--- src/rtl/decision_sched.sv ---
// Round-robin scheduler that time-shares one combinational decision tree
// between N_CH requesters, returning tagged one-hot decisions and per-class hit counts.
module decision_sched #(
   parameter int N_CH   = 4,
   parameter int FEAT_W = 10,
   parameter int CLS_W  = 3,
   parameter int CNT_W  = 16
) (
   input  logic                     CLK,
   input  logic                     RST,
   input  logic [N_CH-1:0]          req_valid,
   output logic [N_CH-1:0]          req_ready,
   input  logic [N_CH*FEAT_W-1:0]   req_feat_1,
   input  logic [N_CH*FEAT_W-1:0]   req_feat_2,
   input  logic [N_CH*FEAT_W-1:0]   req_feat_3,
   output logic [FEAT_W-1:0]        tree_feat_1,
   output logic [FEAT_W-1:0]        tree_feat_2,
   output logic [FEAT_W-1:0]        tree_feat_3,
   input  logic [CLS_W-1:0]         tree_decision,
   output logic                     res_valid,
   input  logic                     res_ready,
   output logic [$clog2(N_CH)-1:0]  res_ch,
   output logic [CLS_W-1:0]         res_decision,
   input  logic                     cnt_clr,
   output logic [CLS_W*CNT_W-1:0]   cls_cnt,
   output logic                     err_onehot,
   output logic [1:0]               fsm_state
);

   localparam int CH_W = $clog2(N_CH);

   // Handshakes: a transfer happens on a rising edge where valid and ready are both high;
   // valid never waits on ready, and a raised result valid holds its data until taken.
   typedef enum logic [1:0] {
      IDLE = 2'd0,
      EVAL = 2'd1,
      OUT  = 2'd2
   } state_t;

   state_t            state_q, state_d;
   logic [CH_W-1:0]   rr_ptr, ch_q, grant_idx, idx;
   logic [N_CH-1:0]   grant;
   logic              any_valid, accept, capture, dec_onehot;
   logic [FEAT_W-1:0] feat_1_q, feat_2_q, feat_3_q;
   logic [CLS_W-1:0]  dec_q;
   logic [CNT_W-1:0]  cnt_q [CLS_W];

   // Search starts at rr_ptr and wraps naturally because N_CH is a power of two.
   always_comb begin
      any_valid = 1'b0;
      grant_idx = '0;
      idx       = '0;
      for (int i = 0; i < N_CH; i++) begin
         idx = rr_ptr + CH_W'(i);
         if (!any_valid && req_valid[idx]) begin
            any_valid = 1'b1;
            grant_idx = idx;
         end
      end
      grant = '0;
      grant[grant_idx] = any_valid;
   end

   always_comb begin
      state_d = state_q;
      accept  = 1'b0;
      capture = 1'b0;
      case (state_q)
         IDLE: begin
            if (any_valid) begin
               accept  = 1'b1;
               state_d = EVAL;
            end
         end
         EVAL: begin
            capture = 1'b1;
            state_d = OUT;
         end
         OUT: begin
            if (res_ready) state_d = IDLE;
         end
         default: state_d = IDLE;
      endcase
   end

   always_ff @(posedge CLK or negedge RST) begin
      if (!RST) state_q <= IDLE;
      else      state_q <= state_d;
   end

   always_ff @(posedge CLK or negedge RST) begin
      if (!RST) begin
         feat_1_q <= '0;
         feat_2_q <= '0;
         feat_3_q <= '0;
         ch_q     <= '0;
         rr_ptr   <= '0;
         dec_q    <= '0;
      end else begin
         if (accept) begin
            feat_1_q <= req_feat_1[grant_idx*FEAT_W +: FEAT_W];
            feat_2_q <= req_feat_2[grant_idx*FEAT_W +: FEAT_W];
            feat_3_q <= req_feat_3[grant_idx*FEAT_W +: FEAT_W];
            ch_q     <= grant_idx;
            rr_ptr   <= grant_idx + CH_W'(1);
         end
         if (capture) dec_q <= tree_decision;
      end
   end

   assign dec_onehot = (tree_decision != '0) &&
                       ((tree_decision & (tree_decision - CLS_W'(1))) == '0);

   // A clear on the same edge as a capture wins over the increment and the error flag.
   always_ff @(posedge CLK or negedge RST) begin
      if (!RST) begin
         for (int i = 0; i < CLS_W; i++) cnt_q[i] <= '0;
         err_onehot <= 1'b0;
      end else if (cnt_clr) begin
         for (int i = 0; i < CLS_W; i++) cnt_q[i] <= '0;
         err_onehot <= 1'b0;
      end else if (capture) begin
         if (dec_onehot) begin
            for (int i = 0; i < CLS_W; i++) begin
               if (tree_decision[i] && (cnt_q[i] != '1)) cnt_q[i] <= cnt_q[i] + CNT_W'(1);
            end
         end else begin
            err_onehot <= 1'b1;
         end
      end
   end

   for (genvar i = 0; i < CLS_W; i++) begin : g_cnt
      assign cls_cnt[i*CNT_W +: CNT_W] = cnt_q[i];
   end

   assign req_ready    = (state_q == IDLE && RST) ? grant : '0;
   assign res_valid    = (state_q == OUT);
   assign res_ch       = ch_q;
   assign res_decision = dec_q;
   assign tree_feat_1  = feat_1_q;
   assign tree_feat_2  = feat_2_q;
   assign tree_feat_3  = feat_3_q;
   assign fsm_state    = state_q;

endmodule

--- config.mk ---
export PLATFORM = sky130hd
export DESIGN_NAME = decision_sched
export DESIGN_NICKNAME = d
export VERILOG_FILES = /design/src/rtl/decision_sched.sv
export SDC_FILE = /design/constraint.sdc
export NUM_CORES = 1
export LEC_CHECK = 0
export ABC_CLOCK_PERIOD_IN_PS = 2300
export CAP_MARGIN = 40
export CORE_UTILIZATION = 43
export DETAILED_ROUTE_END_ITERATION = 6
export GPL_ROUTABILITY_DRIVEN = 0
export PLACE_DENSITY = 0.89
export SYNTH_ARGS = -nofsm -noshare
export SYNTH_HDL_FRONTEND = slang
export SYNTH_SLANG_ARGS = --single-unit
--- constraint.sdc ---
create_clock -name CLK -period 2.3 [get_ports CLK]
set_input_delay 0.46 -clock CLK [delete_from_list [all_inputs] [get_ports CLK]]
set_output_delay 0.46 -clock CLK [all_outputs]
set_load 0.01 [all_outputs]
==> results.sh <==
export IMPL_antenna_found_initial=0
export IMPL_drtPass1Iterations=7
export IMPL_cp_arrival_ps=2480
export IMPL_num_antenna_cells=0
export IMPL_postCtsSetupBuffers=0
export IMPL_finalCriticalPeriod_ps=2270
export IMPL_grt_max_degree=54
export IMPL_violations="design-rule violations"
export IMPL_setup_violations=0
export IMPL_clock_latency_ps=340
export IMPL_path_max_fanout=5
export IMPL_synth_seq_cells=88
export IMPL_clock_sinks=88
export IMPL_dr_first_iter_drc_count=350
export IMPL_cp_num_cells=7
export IMPL_endpoint_kind="flip-flop"
export IMPL_avgSynthCellArea_um2=9.05
export IMPL_avgViaCountPerCell=5.79
export IMPL_grt_total_usage_pct=27.9
export IMPL_synth_compound_area_share_pct=19.7
export IMPL_hold_viol=0
export IMPL_grt_pass1_vias=5630
export IMPL_rows=39
export IMPL_p_sw_share_pct=35.4
export IMPL_muxShareOfSynthArea_pct=7.60
export IMPL_instances_no_fill=955
export IMPL_p_clk_share_pct=23.6
export IMPL_die_x_um=112
export IMPL_p_seq_share_pct=30.2
export IMPL_hold_buffers=0
export IMPL_synth_top_family_by_area="compound AO/OA/AOI/OAI gates"
export IMPL_synth_simple_area_share_pct=18.6
export IMPL_power_frac_comb_pct=46.2
export IMPL_ios=222
export IMPL_cpPeakStageDelay_ps=560
export IMPL_syn_inst=573
export IMPL_globalRouteOverflowTotal=0
export IMPL_placed_area_um2=7760
export IMPL_intPower_mw=4.59
export IMPL_clk_path_buf_depth=2
export IMPL_final_common_cell="clkdlybuf4s50_1"
export IMPL_fin_nets=942
export IMPL_fin_util_pct=70.4
export IMPL_synthXorXnorAreaFrac_pct=5.57
export IMPL_fp_dieH_um=112
export IMPL_htreeDepth=3
export IMPL_hpwlAfterDp_um=12700
export IMPL_slowest_stage="or3b_2"
export IMPL_path_buf_inv=2
export IMPL_synthesis_nets=707
export IMPL_stdcell_area_um2=8140
export IMPL_fin_worst_skew_ps=6.23
export IMPL_grt_first_pass_wirelength_um=27600
export IMPL_portBuffers=221
export IMPL_worstSetupStartpointType="primary input"
export IMPL_holdWs_ps=224
export IMPL_vias=5525
export IMPL_post_route_period_util_pct=98.6
export IMPL_ys_seq_area_share_pct=42.5
export IMPL_powerDensity_nw_per_um2=873
export IMPL_yosys_warnings=0
export IMPL_cts_tree="yes"
export IMPL_final_cell_mix="clkdlybuf4s50_1 (211), dfrtp_1 (87), nor2_1 (75), a211oi_1 (64)"
export IMPL_ir_drop_uv=522
export IMPL_async_flop_share_pct=100
export IMPL_synth_edf_count=0
export IMPL_p_total_mw=7.11
export IMPL_ctsRootBufferMaster="clkbuf_16"
export IMPL_syn_to_final_growth_pct=57.0
export IMPL_synth_fa_ha_area_share_pct=0.724
export IMPL_crit_chain="clkdlybuf4s50_1 -> or3b_2 -> or2_2 -> buf_4 -> a211oi_1 -> xnor2_1 -> nor2_1"
export IMPL_coreArea_um2=11600
export IMPL_worst_pin_slew_ps=682
export IMPL_slew_headroom_pct=54.5
export IMPL_yosysUniqueCellTypes=47
export IMPL_initial_utilization_pct=44.9
export IMPL_routed_wl_um=17300
export IMPL_crit_required_ps=2520
export IMPL_grt_setup_unrepaired="true"
export IMPL_dieArea_um2=12500
export IMPL_path_class="in -> reg"
export IMPL_dp_cells=940
export IMPL_outcome="finished with violations"
export IMPL_crit_family="simple AND/OR/NAND/NOR gates"
export IMPL_hold_class="in -> async"
export IMPL_r2r_cells=7
export IMPL_p_leak_nw=3.36
export IMPL_synth_main_ff_cell="dfrtp_1"
export IMPL_cts_buffers_inserted=9
export IMPL_syn_area_um2=5190
export IMPL_p_sw_mw=2.51
export IMPL_final_antenna_net_count=0
export IMPL_layout_drive_gt1_share_pct=10.8
export IMPL_cts_clk_slew_worst_paths_ps=70
export IMPL_fmax_ghz=0.441
export IMPL_drc_errors=12
export IMPL_max_cap_viol_count=0
export IMPL_post_drt_wl_per_cell_um=18.1
export IMPL_slew_viol_final=0
-- synthesized netlist by cell type, drive strengths merged, types with 14 or more instances --
library cell	number	area, µm²
clkbuf	33	124
a211oi	66	508
a31oi	30	188
mux2i	36	360
xnor2	20	175
nand2	19	71.3
and3	14	87.6
inv	37	139
a21oi	14	70.1
nor2	79	297
nand3	20	100
dfrtp	88	2200
-- worst paths after layout --
| check | slack [ps] | from | to |
|---|---|---|---|
| worst max-delay path | 30 | tree_decision[1] | cls_cnt[37] |
| worst min-delay path | 220 | RST | tree_feat_3[9] |
| worst max register to register | 110 | rr_ptr[1] | tree_feat_1[8] |
| worst min register to register | 490 | res_ch[1] | res_ch[1] |
| max in group asynchronous | 1020 | RST | cls_cnt[29] |
| min in group CLK | 490 | res_ch[1] | res_ch[1] |
-- registers in the layout (all words and copies together), names as in the netlist --
name,flops
cls_cnt,48
err_onehot,1
fsm_state,2
res_ch,2
res_decision,3
rr_ptr,2
tree_feat_1,10
tree_feat_2,10
tree_feat_3,10
-- kinds of logic (layout without fill, tap and decap cells) --
kind of cell               Yosys count  in the layout
buffers and inverters               73            312
muxes                               39             39
and+or+nand+nor                    192            192
AOI/OAI and AO/OA                  145            145
xor gates and xnor gates            33             33
adders and majority gates            3              3
DFF                                 88             88
-- routing by layer --
layer | wire length [µm] | part of all wire (%) | track usage [%]
met1 | 6570 | 38 | 31.1
met2 | 8830 | 51 | 49.3
met3 | 1290 | 7.5 | 6.37
met4 | 615 | 3.6 | 15.3
met5 | 0 | 0 | 0
-- final cells by class --
class                   instances  area, µm²
clock inverters                 5        106
inverters                      37        139
multi-input cells             412       2780
repair buffers                260       2510
well taps                     143        179
fillers                       827       3420
flip-flops and latches         88       2200
clock buffers                  10        229
-- worst register-to-register path, cell delays in order, from the launching register on --
cell	delay (ps)
dfrtp_2	450
nor2b_2	180
a22o_1	230
buf_4	160
or3_1	380
buf_4	210
a211oi_1	330
a211oi_1	90
-- per-stage QoR --
stage               setup WS [ps]  setup TNS (ps)
floorplan                     120               0
global placement             -523          -15210
detailed placement           -530          -19610
CTS                          52.5               0
global route                -1.53           -1.53
finish                       32.6               0
-- timing repair --
item / CTS / global route
pin swaps: 2 / 2
setup endpoints to repair: 10 / 20
resized for setup: 31 / 8
-- power groups by stage --
stage	sequential (mW)	combinational, mW	clock [mW]
global placement	2.14	3.12	0
finish	2.15	3.28	1.68
global route	2.19	3.49	1.76
CTS	2.14	3.23	1.70
detailed placement	2.17	3.19	0
floorplan	2.29	1.42	0
No activity file was read; power rests on OpenSTA's default activity.
